<file path="src/rtl/clk_prescaler_pkg.sv">
// Shared definitions for the synchronous clock prescaler: mode encodings and Gray helper.
// Latency: n/a (declarations only).
// Backpressure: n/a (no flow control in this block family).
package clk_prescaler_pkg;

    // Counter wrap behaviour selected by the mode pin.
    localparam logic MODE_FREE = 1'b0;   // wrap at all-ones
    localparam logic MODE_MOD  = 1'b1;   // wrap at the loaded terminal count

    // Widest window the Gray helper converts; callers zero-extend narrower windows.
    localparam int GRAY_MAX_W = 32;

    // Binary to reflected Gray code. Zero-extension is harmless: the top bit of a
    // narrower window is XORed with a zero, which is the correct Gray MSB.
    function automatic logic [GRAY_MAX_W-1:0] bin2gray(input logic [GRAY_MAX_W-1:0] bin);
        return bin ^ (bin >> 1);
    endfunction

endpackage

</file>
<file path="src/rtl/clk_prescaler_tapsel.sv">
// Selects NUM_TAPS adjacent counter bits starting at a clamped base index (optional Gray coding).
// Latency: combinational; the parent registers the result.
// Backpressure: none. Gray output enabled by defining CLK_PRESCALER_GRAY_EN.
module clk_prescaler_tapsel
    import clk_prescaler_pkg::*;
#(
    parameter int WIDTH    = 15,
    parameter int NUM_TAPS = 8,
    parameter int BASE_W   = 4
) (
    input  logic [WIDTH-1:0]    cnt,
    input  logic [BASE_W-1:0]   tap_base,
    output logic [NUM_TAPS-1:0] win
);

    // Highest legal base index: the window must stay inside the counter.
    localparam int              MAX_BASE_I = WIDTH - NUM_TAPS;
    localparam logic [BASE_W-1:0] MAX_BASE = BASE_W'(MAX_BASE_I);

    logic [BASE_W-1:0]   eff_base;
    logic [NUM_TAPS-1:0] sel;

    // Clamp the requested base so an out-of-range request maps onto the top window.
    always_comb begin
        eff_base = tap_base;
        if (tap_base > MAX_BASE) begin
            eff_base = MAX_BASE;
        end
    end

    // Window mux built from constant part-selects; every candidate is in range.
    always_comb begin
        sel = '0;
        for (int b = 0; b <= MAX_BASE_I; b++) begin
            if (eff_base == BASE_W'(b)) begin
                sel = cnt[b +: NUM_TAPS];
            end
        end
    end

    // Optional Gray coding so exactly one output bit moves per window increment.
    always_comb begin
`ifdef CLK_PRESCALER_GRAY_EN
        win = NUM_TAPS'(bin2gray(GRAY_MAX_W'(sel)));
`else
        win = sel;
`endif
    end

endmodule

</file>
<file path="src/rtl/clk_prescaler_taps.sv">
// Single-clock prescaler: free-run or modulo-N counter, registered tap window and wrap tick.
// Latency: tick one cycle after the wrapping edge; tap_out lags the counter by one cycle.
// Backpressure: none; en stalls the counter. Gray taps when CLK_PRESCALER_GRAY_EN is defined.
module clk_prescaler_taps
    import clk_prescaler_pkg::*;
#(
    parameter int WIDTH    = 15,   // counter stages
    parameter int NUM_TAPS = 8,    // exported adjacent bits, NUM_TAPS <= WIDTH
    parameter int BASE_W   = 4     // 2**BASE_W >= WIDTH-NUM_TAPS+1
) (
    input  logic                clk,
    input  logic                rst_n,
    input  logic                en,
    input  logic                clr,
    input  logic                mode,
    input  logic                load,
    input  logic [WIDTH-1:0]    div_value,
    input  logic [BASE_W-1:0]   tap_base,
    output logic [NUM_TAPS-1:0] tap_out,
    output logic                tick
);

    localparam logic [WIDTH-1:0] CNT_ONES = '1;
    localparam logic [WIDTH-1:0] CNT_ONE  = WIDTH'(1);

    logic [WIDTH-1:0]    cnt;
    logic [WIDTH-1:0]    cnt_nxt;
    logic [WIDTH-1:0]    mod_q;
    logic                tick_nxt;
    logic [NUM_TAPS-1:0] win;

    // Next counter value and wrap flag; clr beats load beats en, idle cycles drop tick.
    always_comb begin
        cnt_nxt  = cnt;
        tick_nxt = 1'b0;
        if (clr || load) begin
            cnt_nxt = '0;
        end else if (en) begin
            case (mode)
                MODE_FREE: begin
                    cnt_nxt  = cnt + CNT_ONE;
                    tick_nxt = (cnt == CNT_ONES);
                end
                MODE_MOD: begin
                    // >= rather than == so a count left above mod_q wraps at once.
                    if (cnt >= mod_q) begin
                        cnt_nxt  = '0;
                        tick_nxt = 1'b1;
                    end else begin
                        cnt_nxt = cnt + CNT_ONE;
                    end
                end
            endcase
        end
    end

    // Counter and tick registers.
    always_ff @(posedge clk or negedge rst_n) begin
        if (!rst_n) begin
            cnt  <= '0;
            tick <= 1'b0;
        end else begin
            cnt  <= cnt_nxt;
            tick <= tick_nxt;
        end
    end

    // Terminal count register; load captures even when clr wins the counter update.
    always_ff @(posedge clk or negedge rst_n) begin
        if (!rst_n) begin
            mod_q <= CNT_ONES;
        end else if (load) begin
            mod_q <= div_value;
        end
    end

    clk_prescaler_tapsel #(
        .WIDTH    (WIDTH),
        .NUM_TAPS (NUM_TAPS),
        .BASE_W   (BASE_W)
    ) u_tapsel (
        .cnt      (cnt),
        .tap_base (tap_base),
        .win      (win)
    );

    // Register the selected window so the pins never see mux glitches.
    always_ff @(posedge clk or negedge rst_n) begin
        if (!rst_n) begin
            tap_out <= '0;
        end else begin
            tap_out <= win;
        end
    end

endmodule

</file>
<file path="config.mk">
export PLATFORM = sky130hd
export DESIGN_NAME = clk_prescaler_taps
export DESIGN_NICKNAME = d
export VERILOG_FILES = /design/src/rtl/clk_prescaler_pkg.sv /design/src/rtl/clk_prescaler_tapsel.sv /design/src/rtl/clk_prescaler_taps.sv
export SDC_FILE = /design/constraint.sdc
export NUM_CORES = 1
export LEC_CHECK = 0
export ABC_AREA = 1
export CORE_MARGIN = 2
export CORE_UTILIZATION = 55
export DETAILED_ROUTE_END_ITERATION = 7
export DONT_BUFFER_PORTS = 1
export PLACE_DENSITY_LB_ADDON = 0.3
export REMOVE_ABC_BUFFERS = 1
export SLEW_MARGIN = 20
export SYNTH_ARGS = -nofsm -noshare
export SYNTH_HDL_FRONTEND = slang
export SYNTH_SLANG_ARGS = --single-unit
export TNS_END_PERCENT = 50
</file>
<file path="constraint.sdc">
create_clock -name clk -period 5.03 [get_ports clk]
set_clock_uncertainty 0.1 [all_clocks]
set_input_delay 0.7545 -clock clk [delete_from_list [all_inputs] [get_ports clk]]
set_output_delay 0.7545 -clock clk [all_outputs]
set_load 0.02 [all_outputs]
</file>
Yosys cells after proc, flatten, opt, wreduce, memory -nomap -nowiden
Cells that the tools add are included.
{"block": "word_totals", "reg_bits": 39, "out_inout_bits": 9}
{"block": "classes", "add_sub_neg": 1, "magnitude_cmp": 2, "eq_ne": 8, "n_mux": 17, "n_bitwise": 1, "n_reduce_logical": 3}
{"cell": "8-bit two-way mux", "n": 8}
{"cell": "15-bit two-way mux", "n": 3}
{"cell": "15-bit one-hot mux with 2 select lines", "n": 1}
{"cell": "4-bit by 3-bit == test with 1-bit output, second input constant", "n": 4}
{"cell": "15-bit by 1-bit adder with 15-bit output, second input constant", "n": 1}
{"cell": "15-bit == test, second input constant", "n": 1}
{"cell": "15-bit >= comparator", "n": 1}
{"cell": "4-bit by 2-bit == test with 1-bit output, second input constant", "n": 2}
{"cell": "4-bit by 1-bit == test with 1-bit output, second input constant", "n": 1}
{"cell": "4-bit by 3-bit greater-than comparator with 1-bit output, second input constant", "n": 1}
{"cell": "4-bit zero test", "n": 1}
{"cell": "4-bit two-way mux", "n": 1}
{"cell": "1-bit two-way mux", "n": 3}
{"cell": "1-bit one-hot mux with 2 select lines", "n": 1}
{"cell": "2-bit nonzero test", "n": 1}
{"cell": "1-bit logical OR", "n": 1}
{"cell": "1-bit NOT", "n": 1}

Depth between registers and ports, before layout
{"block": "depth", "depth_word": 11, "mapped_depth": 13, "ltp_nobuf": 12}

By module
From an unflattened synthesis, not the netlist that was laid out.
{"block": "unflattened", "hier_cells": 420, "hier_area_um2": 2899.0}
{"mod": "clk_prescaler_taps", "n_inst": 1, "cells_each": 278, "area_per_inst_um2": 2218.4, "seq_area_each_um2": 994.7}
{"mod": "clk_prescaler_tapsel", "n_inst": 1, "cells_each": 142, "area_per_inst_um2": 680.7, "seq_area_each_um2": 0.0}

Least setup slack after synthesis
OpenSTA, ideal clock, no wires.
{"block": "synth_path", "kind": "reg-to-reg", "startpoint": "register mod_q[14]", "endpoint": "register cnt[10]", "t_arrival_ns": 1.631, "t_required_ns": 4.813, "path_slack_ns": 3.182, "path_stages_with_launch": 13, "synth_period_minus_slack_ns": 1.848, "cell_sequence": "dfstp_2 > inv_1 > ha_1 > nand2_1 > nor2_1 > inv_1 > nor2_1 > nand2_1 > nand3_1 > nand2_1 > buf_6 > nand3_1 > nand2_1"}
{"block": "synth_between", "elab_chain_cells": 5}
{"element": "start, declared", "line_no": "clk_prescaler_taps.sv:28", "text": "logic [WIDTH-1:0] mod_q;"}
{"element": "start signal, assigned", "line_no": "clk_prescaler_taps.sv:73", "text": "mod_q <= div_value;"}
{"element": "15-bit >= comparator", "line_no": "clk_prescaler_taps.sv:46", "text": "if (cnt >= mod_q) begin"}
{"element": "15-bit two-way mux", "line_no": "clk_prescaler_taps.sv:46"}
{"element": "15-bit one-hot mux with 2 select lines", "line_no": "clk_prescaler_taps.sv:39", "text": "case (mode)"}
{"element": "15-bit two-way mux", "line_no": "clk_prescaler_taps.sv:38", "text": "end else if (en) begin"}
{"element": "15-bit two-way mux", "line_no": "clk_prescaler_taps.sv:36", "text": "if (clr || load) begin"}
{"element": "end signal, assigned", "line_no": "clk_prescaler_taps.sv:63", "text": "cnt <= cnt_nxt;"}
{"element": "end, declared", "line_no": "clk_prescaler_taps.sv:26", "text": "logic [WIDTH-1:0] cnt;"}
No other way between the ends. The select of a mux whose other input is x is not followed.
A chain may end at the register's enable or synchronous reset.

Final worst setup path
{"block": "layout_path", "startpoint": "register cnt[8]", "endpoint": "register cnt[9]"}
{"block": "layout_between", "elab_chain_cells": 5, "elab_cells_between_ends": 6}
{"element": "15-bit by 1-bit adder with 15-bit output or 15-bit >= comparator (tied branches)", "line_no": "clk_prescaler_taps.sv:41, clk_prescaler_taps.sv:50, clk_prescaler_taps.sv:46"}
{"element": "15-bit two-way mux", "line_no": "clk_prescaler_taps.sv:46"}
{"element": "15-bit one-hot mux with 2 select lines (*)", "line_no": "clk_prescaler_taps.sv:39"}
{"element": "15-bit two-way mux (*)", "line_no": "clk_prescaler_taps.sv:38"}
{"element": "15-bit two-way mux (*)", "line_no": "clk_prescaler_taps.sv:36"}
Every way passes the cells marked *; elsewhere a longest branch is shown, timed or not. The select of a mux whose other input is x is not followed.

==> out/results.ini <==
[placed_design]
numPortBuffers = 0
place.gp.congestion = 0.909
dp_hpwl_microns = 4420

[yosys]
synthAdderAreaFrac_pct = 7.20
synth-seq-area-share_pct = 35.8
post_synth_num_cell_types = 25
synth-xor-area-share_pct = 3.78
synth_top_family_by_area = simple AND/OR/NAND/NOR gates
yosys.area_share.simple_pct = 39.6
muxShareOfSynthArea_pct = 0.405
avgSynthCellArea_sq_um = 6.86
ys_warn_count = 0
synth_seq_cells = 39
synth_cells = 405
netlist_area_sq_um = 2780
synth_compound_area_share_pct = 3.60

[pwr]
cellLeakagePower_nw = 1.52
p_per_area_nw_per_um2 = 240
ir_drop_v = 0.000130

[critical_path]
worst-setup-path-type = flip-flop to flip-flop
r2r_start = cnt[8]$_DFFE_PN0P_
r2r_cells = 10
startpoint = cnt[8]$_DFFE_PN0P_
worstPathArrival_ns = 2.34
end_kind = flip-flop
r2r-end = cnt[9]$_DFFE_PN0P_
path_max_fanout = 16
required_ns = 5.16
reg2reg_setup_slack_ns = 2.82
start_kind = flip-flop

[cts]
worstSkewPairLatency_ns = 0.29
ctsResizeCount = 0
cts-buffers-inserted = 5
cts_tree = done
post_cts.repair.setup_buffers = 0
clk_pin_slew_worst_paths_ns = 0.08
cts-htree-levels = 2
root_buffer = clkbuf_8
cts.path.max_buffers = 2
cts_hold_buffers = 0
cts_sinks = 39

[drt]
route.detailed.drc = 0
drtPass1Iterations = 4
dr.first_iter.drc_count = 197
vias = 2471
vias_per_cell = 5.30
wl_microns = 6050
wl_per_cell_microns = 13.0
ant_nets = 0

[die]
start_util_pct = 58.1
die_area_sq_um = 5640
die_h_microns = 75.1
core_sq_um = 4790
num_rows = 25
die_w_microns = 75.1
io_pins = 34

[sta]
fin_tns_setup_ns = 0
grt_setup_unrepaired = no
timing.final.crit_share_pct = 43.9
fmax_ghz = 0.453
slew_violations = 0
worst_pin_slew_ns = 0.553
maxSlewHeadroom_pct = 63.0
holdWs_ns = 0.0488
period_needed_ns = 2.21
finalHoldViolCount = 0
setup_viol = 0

[grt]
antenna_found_initial = 0
grtUsageTotal_pct = 23.9
first_global_vias = 2373
grt_pass1_wl_microns = 10300
grt_start_max_net_pins = 40
globalRoute.totalOverflow = 0

[layout]
antenna_cells = 0
drive_gt1_share_pct = 9.27
areaGrowthSynthToFinish_pct = 5.04
nets = 439

[flow_run]
maxCapViolations = 0

[min_path]
hold_path.class = input port to async pin

[outcome]
status = complete, no violations

through the flow:
stage / power (W) / setup WS [ns] / utilization (%) / instance area (sq um) / instances
floorplan: 0.000386 / 2.97 / - / 2700 / 390
global placement: 0.000396 / 2.89 / 58.2 / 2790 / 458
CTS: 0.000707 / 2.85 / 61.0 / 2920 / 466
global route: 0.000728 / 2.57 / 61.0 / 2920 / 466
finish: 0.000701 / 2.82 / 61.0 / 2920 / 466
detailed placement: 0.000399 / 2.86 / 58.2 / 2790 / 458
sequential cells by signal, summed over array words and instances (netlist names):
signal / count
tap_out: 8
cnt: 15
mod_q: 15
tick: 1
how the worst max path moves through the flow:
stage                                to
finish               cnt[9]$_DFFE_PN0P_
global placement    cnt[14]$_DFFE_PN0P_
global route         cnt[4]$_DFFE_PN0P_
floorplan            cnt[2]$_DFFE_PN0P_
detailed placement   cnt[0]$_DFFE_PN0P_
CTS                  cnt[0]$_DFFE_PN0P_
Yosys cell counts:
| cell | instances | area share, % |
|---|---|---|
| nand2_1 | 150 | 20 |
| inv_1 | 48 | 6.5 |
| nor2_1 | 44 | 5.9 |
| nand3_1 | 25 | 4.5 |
| dfrtp_1 | 24 | 22 |
| ha_1 | 16 | 7.2 |
| dfstp_2 | 15 | 14 |
| o21ai_0 | 14 | 2.5 |
| nor3_1 | 12 | 2.2 |
| xor2_1 | 12 | 3.8 |
| nand4_1 | 10 | 2.3 |
| buf_2 | 7 | 1.3 |
| a21oi_1 | 6 | 1.1 |
| clkbuf_1 | 4 | 0.54 |
| buf_4 | 3 | 0.81 |
| nor2_2 | 3 | 0.68 |
| nor2_4 | 3 | 1.2 |
| nand2_2 | 2 | 0.45 |
| buf_6 | 1 | 0.41 |
| inv_2 | 1 | 0.13 |
| mux2_2 | 1 | 0.41 |
| nand2_4 | 1 | 0.41 |
| nand3_2 | 1 | 0.36 |
| nor3_4 | 1 | 0.59 |
| nor4_4 | 1 | 0.77 |
layout by cell type (no fill, tap or decap), types with 10 or more instances in the layout:
| cell | Yosys | routed |
|---|---|---|
| ha_1 | 16 | 16 |
| nor3_1 | 12 | 12 |
| inv_1 | 48 | 48 |
| nand4_1 | 10 | 10 |
| dfstp_2 | 15 | 15 |
| nor2_1 | 44 | 44 |
| nand3_1 | 25 | 25 |
| o21ai_0 | 14 | 14 |
| xor2_1 | 12 | 12 |
| nand2_1 | 150 | 150 |
| dfrtp_1 | 24 | 24 |
kinds of logic (layout without fill, tap and decap cells):
family,after synthesis,after routing
simple gates,253,253
fa+ha+maj,16,16
buf+inv,64,58
mux,1,1
flops,39,39
xor+xnor,12,12
compound gates,20,20
worst max-delay path, cell delays in order, from the launching register on:
cell and delay [ns]:
dfrtp_1 0.59, ha_1 0.33, nand2_1 0.07, nand2_1 0.05
nand2_1 0.05, nand2_1 0.04, a21oi_1 0.15, nand3_1 0.10
nand2_1 0.42, nand3_1 0.15, nand2_1 0.09
where the power goes:
group	switching, W	internal [W]
sequential	0.00000406	0.000333
clock	0.000109	0.000198
combinational	0.0000366	0.0000199
metal layers:
metal,wire length (microns),vias up,GRT usage (%)
met5,0,-,0
li1,-,1244,-
met1,2520,1139,29.4
met3,342,11,3.75
met4,135,0,9.13
met2,3050,77,42.1
layout make-up:
type / count / area [sq um]
clock buffer: 6 / 72.6
clock inverter: 2 / 60.1
fill: 434 / 1870
inverter: 49 / 184
multi-input combinational: 302 / 1520
sequential: 39 / 995
tap: 67 / 83.8
timing repair buffer: 1 / 7.51
Note: power is estimated with default switching activity, not from simulation.
